$ cat config.mk
export PLATFORM = sky130hd
export DESIGN_NAME = seg7_display_arbiter
export DESIGN_NICKNAME = d
export VERILOG_FILES = /design/src/rtl/seg7_display_arbiter.sv
export SDC_FILE = /design/constraint.sdc
export NUM_CORES = 1
export LEC_CHECK = 0
export CORE_MARGIN = 1
export CORE_UTILIZATION = 50
export DETAILED_ROUTE_END_ITERATION = 10
export GPL_ROUTABILITY_DRIVEN = 0
export PLACE_DENSITY = 0.84
export SYNTH_ARGS = -nofsm -noshare
export SYNTH_HDL_FRONTEND = slang
export SYNTH_SLANG_ARGS = --single-unit
$ cat constraint.sdc
create_clock -name clk -period 3.3 [get_ports clk]
set_input_delay 0.495 -clock clk [delete_from_list [all_inputs] [get_ports clk]]
set_output_delay 0.495 -clock clk [all_outputs]
set_load 0.005 [all_outputs]
$ cat src/rtl/seg7_display_arbiter.sv
// Round-robin arbiter sharing one four-digit seven-segment display.
// Granted value is latched, multiplexed per digit and hex-decoded.
module seg7_display_arbiter #(
    parameter int NUM_REQ      = 4,
    parameter int DWELL_CYCLES = 100_000_000,
    parameter int REFRESH_DIV  = 50_000
) (
    input  logic                   clk,
    input  logic                   rst_n,
    input  logic [NUM_REQ-1:0]     req,
    input  logic [16*NUM_REQ-1:0]  data,
    output logic [NUM_REQ-1:0]     gnt,
    output logic                   busy,
    output logic [3:0]             an,
    output logic [7:0]             seg
);

    localparam int PW = $clog2(NUM_REQ);
    localparam int DW = $clog2(DWELL_CYCLES + 1);
    localparam int RW = $clog2(REFRESH_DIV + 1);
    localparam logic [DW-1:0] DWELL_MAX = DW'(DWELL_CYCLES - 1);
    localparam logic [RW-1:0] REF_MAX   = RW'(REFRESH_DIV - 1);
    localparam logic [PW-1:0] PTR_RST   = PW'(NUM_REQ - 1);

    typedef enum logic {
        IDLE = 1'b0,
        HOLD = 1'b1
    } state_t;

    state_t              r_state;
    state_t              w_state_nxt;
    logic [NUM_REQ-1:0]  r_gnt;
    logic [NUM_REQ-1:0]  w_gnt_nxt;
    logic [PW-1:0]       r_rr_ptr;
    logic [PW-1:0]       w_rr_nxt;
    logic [DW-1:0]       r_dwell;
    logic [DW-1:0]       w_dwell_nxt;
    logic [15:0]         r_disp;
    logic [RW-1:0]       r_ref_cnt;
    logic [1:0]          r_digit_sel;

    logic [NUM_REQ-1:0]  w_mask;
    logic                w_pick_vld;
    logic [PW-1:0]       w_pick_idx;
    logic                w_held;
    logic                w_expire;
    logic                w_tick;
    logic [15:0]         w_sel_data;
    logic [3:0]          w_nib;

    function automatic logic [7:0] hex7(input logic [3:0] n);
        logic [7:0] s;
        case (n)
            4'h0: s = 8'hC0;
            4'h1: s = 8'hF9;
            4'h2: s = 8'hA4;
            4'h3: s = 8'hB0;
            4'h4: s = 8'h99;
            4'h5: s = 8'h92;
            4'h6: s = 8'h82;
            4'h7: s = 8'hF8;
            4'h8: s = 8'h80;
            4'h9: s = 8'h90;
            4'hA: s = 8'h88;
            4'hB: s = 8'h83;
            4'hC: s = 8'hC6;
            4'hD: s = 8'hA1;
            4'hE: s = 8'h86;
            default: s = 8'h8E;
        endcase
        return s;
    endfunction

    // Excluding the current holder makes one search serve idle, drop and expiry.
    assign w_mask   = req & ~r_gnt;
    assign w_held   = req[r_rr_ptr];
    assign w_expire = (r_dwell == DWELL_MAX);

    always_comb begin
        int k;
        k          = 0;
        w_pick_vld = 1'b0;
        w_pick_idx = '0;
        for (int i = NUM_REQ; i >= 1; i--) begin
            k = int'(r_rr_ptr) + i;
            if (k >= NUM_REQ) k = k - NUM_REQ;
            if (w_mask[k]) begin
                w_pick_vld = 1'b1;
                w_pick_idx = PW'(k);
            end
        end
    end

    always_ff @(posedge clk or negedge rst_n) begin
        if (!rst_n) begin
            r_state  <= IDLE;
            r_gnt    <= '0;
            r_rr_ptr <= PTR_RST;
            r_dwell  <= '0;
        end else begin
            r_state  <= w_state_nxt;
            r_gnt    <= w_gnt_nxt;
            r_rr_ptr <= w_rr_nxt;
            r_dwell  <= w_dwell_nxt;
        end
    end

    always_comb begin
        w_state_nxt = r_state;
        w_gnt_nxt   = r_gnt;
        w_rr_nxt    = r_rr_ptr;
        w_dwell_nxt = r_dwell;
        case (r_state)
            IDLE: begin
                if (w_pick_vld) begin
                    w_state_nxt            = HOLD;
                    w_gnt_nxt              = '0;
                    w_gnt_nxt[w_pick_idx]  = 1'b1;
                    w_rr_nxt               = w_pick_idx;
                    w_dwell_nxt            = '0;
                end
            end
            default: begin
                if (!w_held || w_expire) begin
                    w_dwell_nxt = '0;
                    if (w_pick_vld) begin
                        w_gnt_nxt             = '0;
                        w_gnt_nxt[w_pick_idx] = 1'b1;
                        w_rr_nxt              = w_pick_idx;
                    end else if (!w_held) begin
                        w_state_nxt = IDLE;
                        w_gnt_nxt   = '0;
                    end
                end else begin
                    w_dwell_nxt = r_dwell + DW'(1);
                end
            end
        endcase
    end

    assign w_sel_data = data[16*int'(r_rr_ptr) +: 16];
    assign w_tick     = (r_ref_cnt == REF_MAX);

    always_ff @(posedge clk or negedge rst_n) begin
        if (!rst_n) begin
            r_disp      <= 16'h0;
            r_ref_cnt   <= '0;
            r_digit_sel <= 2'd0;
        end else begin
            if (|r_gnt) r_disp <= w_sel_data;
            r_ref_cnt <= w_tick ? '0 : r_ref_cnt + RW'(1);
            if (w_tick) r_digit_sel <= r_digit_sel + 2'd1;
        end
    end

    always_comb begin
        case (r_digit_sel)
            2'd0:    w_nib = r_disp[3:0];
            2'd1:    w_nib = r_disp[7:4];
            2'd2:    w_nib = r_disp[11:8];
            default: w_nib = r_disp[15:12];
        endcase
        gnt  = r_gnt;
        busy = (r_state == HOLD);
        an   = 4'hF;
        seg  = 8'hFF;
        if (busy) begin
            an  = ~(4'b0001 << r_digit_sel);
            seg = hex7(w_nib) | 8'h80;
        end
    end

endmodule

-- Word level (Yosys, flattened, before mapping)
Memories as Yosys holds them, arrays and structs flattened.
Index checks and enable logic that the tools add are counted.
- register bits after elaboration: 68
- ROM bits: 112
- input port bits: 70
- output and inout port bits: 17
- word-level logic and storage cells: 96
- memories: 1
- $add $sub $neg: 11
- $lt $le $gt $ge: 11
- eq/ne operators: 6
- shifts and indexed selects: 2
- muxes and demuxes: 48
- bitwise logic cells: 3
- reductions and logical operators: 7
- memories (name ; words ; bits a word ; rd ports ; clocked after memory_dff ; wr ports ; line ; source):
    (name not given) ; 16 ; 7 ; 1 ; 0 ; 0 ; 53 ; case (n)
- operator list (cell ; count):
    less-than comparator 32 x 4 -> 1 bit (second input constant) ; 4
    2-to-1 mux 32 bit ; 4
    2-to-1 mux 27 bit ; 3
    indexed part select 64 x 7 -> 16 bit ; 1
    adder 27 x 1 -> 27 bit (second input constant) ; 1
    == test 27 bit (second input constant) ; 1
    2-to-1 mux 4 bit ; 6
    2-to-1 mux 1 bit ; 19
    adder 16 x 1 -> 16 bit (second input constant) ; 1
    == test 16 bit (second input constant) ; 1
    2-to-1 mux 16 bit ; 1
    2-to-1 mux 2 bit ; 7
    one-hot mux 4 bit (3 select lines) ; 1
    subtractor 3 x 3 -> 4 bit (second input constant) ; 3
    binary-select mux 1 bit (select 2 bit) ; 5
    >= comparator 3 bit (second input constant) ; 3
    NOT 4 bit ; 2
    2-to-1 mux 7 bit ; 1
    adder 2 x 2 -> 3 bit (second input constant) ; 2
    less-than comparator 2 x 3 -> 1 bit (second input constant) ; 2
    subtractor 4 x 3 -> 5 bit (second input constant) ; 1
    adder 2 x 3 -> 4 bit (second input constant) ; 1
    bitwise AND 4 bit ; 1
    >= comparator 4 x 3 -> 1 bit (second input constant) ; 1
    other kinds (16) ; 16

-- Longest topological paths before layout
Gate-level depths: netlist of the first run.
- depth in word-level cells: 17
- mapped depth: 9
- gate-level depth less buffers: 9

-- Least setup slack after synthesis of the first run
OpenSTA, ideal clock, no wires.
- kind: register to output
- start point: reg r_digit_sel[0]
- end point: out seg[3]
- arrival: 2013 ps
- data required time: 2805 ps
- slack: 792 ps
- cell stages (with the launch flop): 9
- buffers on the path: 1
- cells stage by stage: dfrtp_1 -> ha_1 -> clkbuf_1 -> mux2i_1 -> inv_1 -> ha_1 -> nor2_1 -> a211oi_1 -> o21ai_0
- word-level cells in the longest chain between the ends: 4
- elaborated cells on any way between the ends: 6
- classes of those cells: 2 x eq/ne; 2 x mux; 1 x reduce/logical; 1 x memory
- RTL lines (what ; line ; source):
    from (decl) ; 40 ; logic [1:0] r_digit_sel;
    from (signal assigned) ; 152 ; if (w_tick) r_digit_sel <= r_digit_sel + 2'd1;
    == test 2 bit (tied with other cells) ; 157 ; case (r_digit_sel)
    one-hot mux 4 bit (3 select lines) (*) ; 157 ;
    memory read (16 x 7 bit) (*) ; -- ;
    2-to-1 mux 7 bit (*) ; 167 ; if (busy) begin
    to (decl) ; 15 ; output logic [7:0] seg
Mark *: on every way between the ends. The rest lies on a longest branch, timed or not.

-- Final worst setup path of the first run
- start point: reg r_digit_sel[1]
- end point: out seg[0]
Same word-level chain as after synthesis.

==> impl_metrics.toml, run 1 <==
[critical_path]
crit_cells = 10
critPathBufInv = 3
critPathSlowestCell = "dfrtp_1"
crit_start = "r_digit_sel[1]$_DFFE_PN0N_"
critPathKind = "flip-flop to output port"
path_max_fanout = 5
reg2reg_slack_ps = 710
cp-end-kind = "output port"
max_stage_delay_ps = 390
reg2reg_depth = 6
crit_chain = "buf_4, ha_2, a222oi_1, mux2i_2, buf_4, ha_1, mux2i_1, and3_1, a41oi_1, dlygate4sd2_1"
crit_top_cell = "buf_4"
critPathRequiredTime_ps = 2800
timing.rr.end = "r_dwell[26]$_DFFE_PN0P_"
crit_end = "seg[0]"
critPathArrivalTime_ps = 2660
rr_startpoint = "r_dwell[10]$_DFFE_PN0P_"
cp-start-kind = "flip-flop"
cp_top_family = "buffers and inverters"

[power_and_ir_drop]
powerDensity_mw_per_mm2 = 653
ir_drop_mv = 0.569
total_power_mw = 3.56
p_leak_nw = 2.27

[routing]
wire_per_inst_um = 17.4
finalWirelength_um = 10800
route.antenna.remaining_nets = 0
dr_total_vias = 3754
viasPerCell = 6.05
drc = 0
dr.first_iter.drc_count = 180
drtPass1Iterations = 5

[synth]
synth_area_per_cell_um2 = 9.97
synthFlopType = "dfrtp_1"
synth_nets = 506
ys_seq_area_share_pct = 40.3
synthArstFlopShare_pct = 100
synth_cell_types = 55
synth_seq_cells = 68
syn_area_mm2 = 0.00423
synth_warnings = 0
synth_edf_count = 0
syn_inst = 424

[clock_tree]
clockBufferDepth = 2
clk_latency_ps = 350
cts_tree = "yes"
path_clk_slew_ps = 70
numClockSinks = 68
cts_inserted_buffers = 9
cts-htree-levels = 3
root_buffer = "clkbuf_8"

[placement]
pre_cts_ws_ps = 125
placed_cells = 598
dpl.hpwl_um = 7870
place_area_mm2 = 0.00519
port_buffers = 85

[timing]
hold_viol = 0
holdWs_ps = 144
finClkSkew_ps = 8.53
slew_headroom_pct = 22.1
finalWorstSetupSlack_ps = 149
slew_viol_final = 0
finalCriticalPeriod_ps = 3150
finalSetupViolCount = 0
worst_slew_pin_slew_ps = 1160
tns_ps = 0
fmax_ghz = 0.317
period_share_pct = 95.5
grt_setup_unrepaired = "no"

[floorplanning]
ios = 87
dieHeight_um = 94.0
fp.dieW_um = 94.0
rows = 33
start_util_pct = 51.5
die_area_mm2 = 0.00883
core_area_mm2 = 0.00822

[global_routing]
grt.busiest_layer = "met2"
grt_use_met3_pct = 6.80
met2_usage_pct = 42.9
grt_pass1_vias = 3659
grt.total_usage_pct = 25.5
grt_pass1_wl_um = 17400
antenna_found_initial = 0
gr-usage-met1_pct = 32.1
grt.overflow.total = 0
grt_max_degree = 44

[final_layout]
num_antenna_cells = 0
layout.cells.non_filler = 621
area_delta_synth_final_pct = 29.1
multi_input_area_mm2 = 0.00241
regArea_mm2 = 0.00170
fin_util_pct = 66.4
drive_gt1_share_pct = 17.4
fill_cells = 601
nets = 593
design_area_mm2 = 0.00546

[hold_path]
worstHoldPathType = "primary input to asynchronous set/reset pin"

[run_status]
status = "finished clean"

[job]
cap_viol_max_count = 0
==> timing repair <==
| item | CTS | global route |
|---|---|---|
| buffers inserted | 5 | 2 |
| endpoints found under the setup margin | 5 | 6 |
| gates resized for setup | 8 | 6 |
| hold buffers | 0 | 0 |
| pin swaps | 1 | 2 |
==> worst min-delay path by stage <==
stage	startpoint	end	slack [ps]	cells after the start
after floorplan	rst_n	busy$_DFF_PN0_	200	0
after global placement	r_dwell[23]$_DFFE_PN0P_	r_dwell[23]$_DFFE_PN0P_	470	1
after detailed placement	r_ref_cnt[7]$_DFF_PN0_	r_ref_cnt[7]$_DFF_PN0_	480	1
after CTS	rst_n	r_dwell[1]$_DFFE_PN0P_	170	1
after global routing	rst_n	r_dwell[1]$_DFFE_PN0P_	190	1
final	rst_n	r_dwell[1]$_DFFE_PN0P_	140	1
==> registers in the layout, summed over array words and instances, names as in the netlist <==
register	flops
busy	1
gnt	4
r_digit_sel	2
r_disp	16
r_dwell	27
r_ref_cnt	16
r_rr_ptr	2
==> logic make-up after synthesis <==
kind of cell | after synthesis | synth area share [%]
muxes | 42 | 15.6
xor gates and xnor gates | 13 | 2.69
AOI/OAI and AO/OA | 95 | 14.8
and+or+nand+nor | 157 | 19.4
adders and majority gates | 12 | 3.55
buffers and inverters | 36 | 3.58
DFF | 68 | 40.3
other | 1 | 0.0887
==> synthesized netlist by cell type, drive strengths merged (6+ instances only) <==
cell / number / area share (%)
xor2: 7 / 1.5
nor3: 6 / 0.71
and3: 10 / 1.5
nor2: 29 / 2.6
a21oi: 21 / 2.5
dfrtp: 66 / 39
mux2: 20 / 5.3
inv: 11 / 0.98
nand2: 41 / 3.6
nand4: 13 / 1.9
buf: 11 / 1.4
clkbuf: 14 / 1.2
xnor2: 6 / 1.2
nand3: 18 / 2.1
nor4: 8 / 1.3
o21ai: 23 / 2.7
mux4: 17 / 9.1
ha: 12 / 3.6
nand2b: 7 / 1.0
a31oi: 17 / 2.5
==> where the power goes <==
part | leakage [nW] | switching [mW] | internal [mW]
clock | 0.0876 | 0.327 | 0.313
combinational | 1.30 | 0.829 | 0.959
sequential | 0.880 | 0.136 | 1.00
total | 2.27 | 1.29 | 2.27
==> layer usage <==
layer / part of all wire [%] / vias up / wire [um]
met3: 5.7 / 17 / 617
li1: - / 1773 / -
met4: 1.5 / 0 / 160
met1: 41 / 1845 / 4420
met5: 0 / - / 0
met2: 52 / 119 / 5590
==> worst register-to-register path, delay by kind of cell, from the launching register on <==
family	cells	cell delay, ps
AOI/OAI and AO/OA	2	610
DFF	1	450
buffers and inverters	1	310
and+or+nand+nor	3	1100
==> layout by cell type (no fill, tap or decap), types with 7 or more instances in the layout <==
cell | Yosys | routed
a21oi_1 | 21 | 21
a31oi_1 | 17 | 16
and3_1 | 10 | 10
buf_4 | 1 | 15
clkbuf_8 | 0 | 11
clkdlybuf4s50_1 | 0 | 79
dfrtp_1 | 66 | 66
ha_1 | 12 | 8
inv_1 | 11 | 10
mux2_2 | 20 | 20
mux4_2 | 17 | 17
nand2_1 | 41 | 41
nand2b_1 | 7 | 7
nand3_1 | 18 | 18
nand4_1 | 13 | 13
nor2_1 | 28 | 28
nor4_1 | 7 | 7
o21ai_0 | 23 | 22
xor2_1 | 7 | 7
==> layout make-up <==
| class | instances | share of cell area [%] |
|---|---|---|
| clock buffers | 11 | 2.77 |
| clock inverters | 5 | 0.665 |
| inverters | 11 | 0.757 |
| multi-input cells | 320 | 44.2 |
| flip-flops and latches | 68 | 31.2 |
| well taps | 105 | 2.41 |
| repair buffers | 101 | 18.0 |
No activity file was read; power rests on OpenSTA's default activity.
==> run 2: changes to the inputs <==
--- a/config.mk
+++ b/config.mk
@@ -10,6 +10,8 @@
 export DETAILED_ROUTE_END_ITERATION = 10
 export GPL_ROUTABILITY_DRIVEN = 0
 export PLACE_DENSITY = 0.84
+export RECOVER_POWER = 25
+export SLEW_MARGIN = 20
 export SYNTH_ARGS = -nofsm -noshare
 export SYNTH_HDL_FRONTEND = slang
 export SYNTH_SLANG_ARGS = --single-unit
==> constraint.sdc (replaced) <==
create_clock -name clk -period 3.3 [get_ports clk]
set_input_delay 0.33 -clock clk [delete_from_list [all_inputs] [get_ports clk]]
set_output_delay 0.33 -clock clk [all_outputs]
set_load 0.005 [all_outputs]
==> impl_metrics.toml, run 2 (synthesis results as in run 1) <==
[run_status]
status = "finished clean"

[floorplanning]
die_area_mm2 = 0.00883
ios = 87
dieHeight_um = 94.0
fp.dieW_um = 94.0
rows = 33
core_area_mm2 = 0.00822
start_util_pct = 51.5

[routing]
wire_per_inst_um = 18.0
dr.first_iter.drc_count = 207
viasPerCell = 6.17
dr_total_vias = 3825
finalWirelength_um = 11100
drc = 0
drtPass1Iterations = 6
route.antenna.remaining_nets = 0

[timing]
worst_slew_pin_slew_ps = 1470
finalCriticalPeriod_ps = 3150
period_share_pct = 95.6
finalWorstSetupSlack_ps = 145
finClkSkew_ps = 13.7
fmax_ghz = 0.317
holdWs_ps = 325
hold_viol = 0
slew_viol_final = 0
finalSetupViolCount = 0
slew_headroom_pct = 1.69

[critical_path]
critPathKind = "flip-flop to output port"
path_max_fanout = 5
critPathArrivalTime_ps = 2820
cp-start-kind = "flip-flop"
cp-end-kind = "output port"
critPathRequiredTime_ps = 2970

[placement]
dpl.hpwl_um = 7750
pre_cts_ws_ps = 161
port_buffers = 85
place_area_mm2 = 0.00518
placed_cells = 599

[final_layout]
fin_util_pct = 66.9
layout_commonest_cell = "clkdlybuf4s50_1"
area_delta_synth_final_pct = 30.0
reg_top3 = "r_dwell (27), r_disp (16), r_ref_cnt (16)"
most-common-layout-cells = "82 x clkdlybuf4s50_1, 65 x dfrtp_1, 41 x nand2_1"
regMostFlops = "r_dwell"
nets = 592
num_antenna_cells = 0
drive_gt1_share_pct = 17.5
largest_reg_flops = 27
layout.cells.non_filler = 620
design_area_mm2 = 0.00550

[global_routing]
grt_pass1_wl_um = 16900
grt.total_usage_pct = 24.9
grt.overflow.total = 0
grt_pass1_vias = 3606
grt_max_degree = 28
antenna_found_initial = 0

[job]
cap_viol_max_count = 0

[clock_tree]
clockBufferDepth = 2
cts_tree = "yes"
cts_inserted_buffers = 9
path_clk_slew_ps = 80
cts-htree-levels = 3
numClockSinks = 68
root_buffer = "clkbuf_8"
clk_latency_ps = 350

[power_and_ir_drop]
p_leak_nw = 2.27
powerDensity_mw_per_mm2 = 677
ir_drop_mv = 0.519

[hold_path]
worstHoldPathType = "primary input to asynchronous set/reset pin"
==> run 2: through the flow <==
step           TNS (ps)  total power [mW]
2_1_floorplan         0              2.29
3_5_place_dp          0              2.88
6_report              0              3.72
4_1_cts               0              3.67
5_1_grt           -14.5              3.94
3_3_place_gp          0              2.81
==> run 2: metal layers <==
layer / track usage [%] / vias up / share of wire [%] / wire length [um]
met5: 0 / - / 0 / 0
met4: 8.85 / 0 / 2.3 / 252
met1: 30.9 / 1890 / 41 / 4520
met3: 5.83 / 22 / 5.4 / 607
li1: - / 1775 / - / -
met2: 42.3 / 138 / 52 / 5760
==> run 2: repair_timing <==
| item | CTS | global route |
|---|---|---|
| endpoints found under the setup margin | 5 | 4 |
| gates resized for setup | 5 | 12 |
| pin swaps | 1 | 4 |
| hold buffers | 0 | 0 |
| buffers inserted | 1 | 3 |
==> run 2: final cells by class <==
| class | instances | area [um2] |
|---|---|---|
| multi-input combinational | 320 | 2430 |
| fill | 602 | 2720 |
| inverter | 11 | 41.3 |
| timing repair buffer | 100 | 962 |
| sequential | 68 | 1710 |
| clock buffer | 10 | 138 |
| tap | 105 | 131 |
| clock inverter | 6 | 87.6 |
==> run 2: worst paths after layout <==
path                                             from                       to  slack (ps)  depth (start not counted)
max reg2reg                   r_dwell[10]$_DFFE_PN0P_  r_dwell[18]$_DFFE_PN0P_         560                          6
min in group clk              r_ref_cnt[12]$_DFF_PN0_  r_ref_cnt[12]$_DFF_PN0_         480                          1
max in group asynchronous                       rst_n   r_dwell[8]$_DFFE_PN0P_        1440                          2
max                        r_digit_sel[0]$_DFFE_PN0N_                   seg[6]         150                          9
min reg2reg                   r_ref_cnt[12]$_DFF_PN0_  r_ref_cnt[12]$_DFF_PN0_         480                          1
min                                             rst_n       gnt[3]$_DFFE_PN0P_         330                          1
==> run 2: report_power, final <==
group	switching [mW]	internal (mW)
sequential	0.131	1.00
clock	0.322	0.446
combinational	0.844	0.977
total	1.30	2.42
==> run 2: worst max-delay path: stages, from the launching register on <==
cell and delay [ps]:
dfrtp_2 440, inv_2 80, ha_2 230, a222oi_1 400
mux2i_2 210, buf_4 190, ha_1 220, a21oi_1 140
o211ai_1 110, clkdlybuf4s50_1 470
==> run 3: changes to the inputs <==
--- a/config.mk
+++ b/config.mk
@@ -5,10 +5,10 @@
 export SDC_FILE = /design/constraint.sdc
 export NUM_CORES = 1
 export LEC_CHECK = 0
-export CORE_MARGIN = 1
 export CORE_UTILIZATION = 50
 export DETAILED_ROUTE_END_ITERATION = 10
 export GPL_ROUTABILITY_DRIVEN = 0
+export MAX_ROUTING_LAYER = met4
 export PLACE_DENSITY = 0.84
 export RECOVER_POWER = 25
 export SLEW_MARGIN = 20
==> impl_metrics.toml, run 3 (synthesis results as in run 1) <==
[run_status]
status = "finished clean"

[final_layout]
most-common-layout-cells = "82 x clkdlybuf4s50_1, 65 x dfrtp_1, 41 x nand2_1"
regMostFlops = "r_dwell"
fill_cells = 602
nets = 592
layout.cells.non_filler = 620
layout_commonest_cell = "clkdlybuf4s50_1"
area_delta_synth_final_pct = 30.0
largest_reg_flops = 27
reg_top3 = "r_dwell (27), r_disp (16), r_ref_cnt (16)"
drive_gt1_share_pct = 17.3
fin_util_pct = 66.9
num_antenna_cells = 0

[power_and_ir_drop]
power.share.clock_pct = 20.6
powerDensity_mw_per_mm2 = 677
p_leak_nw = 2.27
internal_power_mw = 2.42
switching_share_pct = 34.9
p_comb_share_pct = 49.0
ir_drop_mv = 0.518
p_seq_share_pct = 30.4
switching_power_mw = 1.30

[global_routing]
grt_pass1_wl_um = 16900
grt.overflow.total = 0
grt_max_degree = 28
antenna_found_initial = 0
grt.total_usage_pct = 25.6
grt_pass1_vias = 3598

[timing]
tns_ps = 0
fmax_ghz = 0.318
finClkSkew_ps = 12.6
finalSetupViolCount = 0
slew_headroom_pct = 2.33
slew_viol_final = 0
holdWs_ps = 320
worst_slew_pin_slew_ps = 1470
period_share_pct = 95.3
hold_viol = 0
finalCriticalPeriod_ps = 3140

[floorplanning]
die_area_mm2 = 0.00883
start_util_pct = 51.5
core_area_mm2 = 0.00822
dieHeight_um = 94.0
fp.dieW_um = 94.0
rows = 33
ios = 87

[routing]
finalWirelength_um = 11100
drtPass1Iterations = 5
wire_per_inst_um = 18.0
drc = 0
route.antenna.remaining_nets = 0
dr.first_iter.drc_count = 212
dr_total_vias = 3857
viasPerCell = 6.22

[critical_path]
rr_startpoint = "r_dwell[10]$_DFFE_PN0P_"
critPathKind = "flip-flop to output port"
cp-start-kind = "flip-flop"
cp-end-kind = "output port"
path_max_fanout = 5
reg2reg_depth = 6
crit_start = "r_digit_sel[1]$_DFFE_PN0N_"
timing.rr.end = "r_dwell[18]$_DFFE_PN0P_"
reg2reg_slack_ps = 570
critPathArrivalTime_ps = 2810
critPathRequiredTime_ps = 2970

[placement]
dpl.hpwl_um = 7750
port_buffers = 85
placed_cells = 599

[clock_tree]
clockBufferDepth = 2
cts-htree-levels = 3
path_clk_slew_ps = 70
root_buffer = "clkbuf_8"
cts_inserted_buffers = 9
numClockSinks = 68
cts_hold_buf = 0
cts_tree = "yes"
clk_latency_ps = 350

[job]
cap_viol_max_count = 0

[hold_path]
worstHoldPathType = "primary input to asynchronous set/reset pin"
run 3: what timing repair did:
| item | CTS | global route |
|---|---|---|
| gates resized for setup | 5 | 11 |
| pin swaps | 1 | 4 |
| endpoints found under the setup margin | 5 | 4 |
| cloned | 0 | 0 |
| setup buffers | 1 | 3 |
run 3: layout make-up:
type / count / area, um2 / share of cell area (%)
multi-input combinational: 320 / 2430 / 44.2
sequential: 68 / 1710 / 31.0
timing repair buffer: 100 / 962 / 17.5
clock buffer: 10 / 138 / 2.50
tap: 105 / 131 / 2.39
clock inverter: 6 / 87.6 / 1.59
inverter: 11 / 41.3 / 0.751
run 3: per-stage QoR:
| step | setup WS (ps) | power, mW | area, um2 |
|---|---|---|---|
| detailed placement | 161 | 2.88 | 5180 |
| floorplan | 957 | 2.29 | 4230 |
| global route | -37.8 | 3.94 | 5500 |
| CTS | 18.0 | 3.67 | 5430 |
| global placement | 408 | 2.81 | 5180 |
| finish | 156 | 3.72 | 5500 |
run 3: worst max path at each step:
stage,cells past startpoint,to
final,9,seg[6]
after global routing,9,seg[5]
after CTS,10,seg[0]
after detailed placement,10,seg[0]
after global placement,10,seg[0]
after floorplan,8,seg[3]
run 3: worst max-delay path, stage by stage (launching register included):
cell,delay [ps]
dfrtp_1,400
inv_1,120
ha_2,230
a222oi_1,400
mux2i_2,210
inv_1,140
ha_1,210
nand3_1,100
o211ai_1,130
clkdlybuf4s50_1,530
run 3: power groups by stage:
stage	registers (mW)	clock network [mW]	logic (mW)
2_1_floorplan	1.08	0	1.21
3_3_place_gp	1.13	0	1.68
3_5_place_dp	1.14	0	1.74
4_1_cts	1.12	0.775	1.78
5_1_grt	1.15	0.819	1.97
6_report	1.13	0.765	1.83
run 3: layer usage:
metal	track usage, %	vias to the layer above	wire (um)
met5	-	-	0
met4	8.85	0	245
met3	5.74	23	578
met2	42.5	131	5770
met1	30.9	1927	4550
li1	-	1776	-
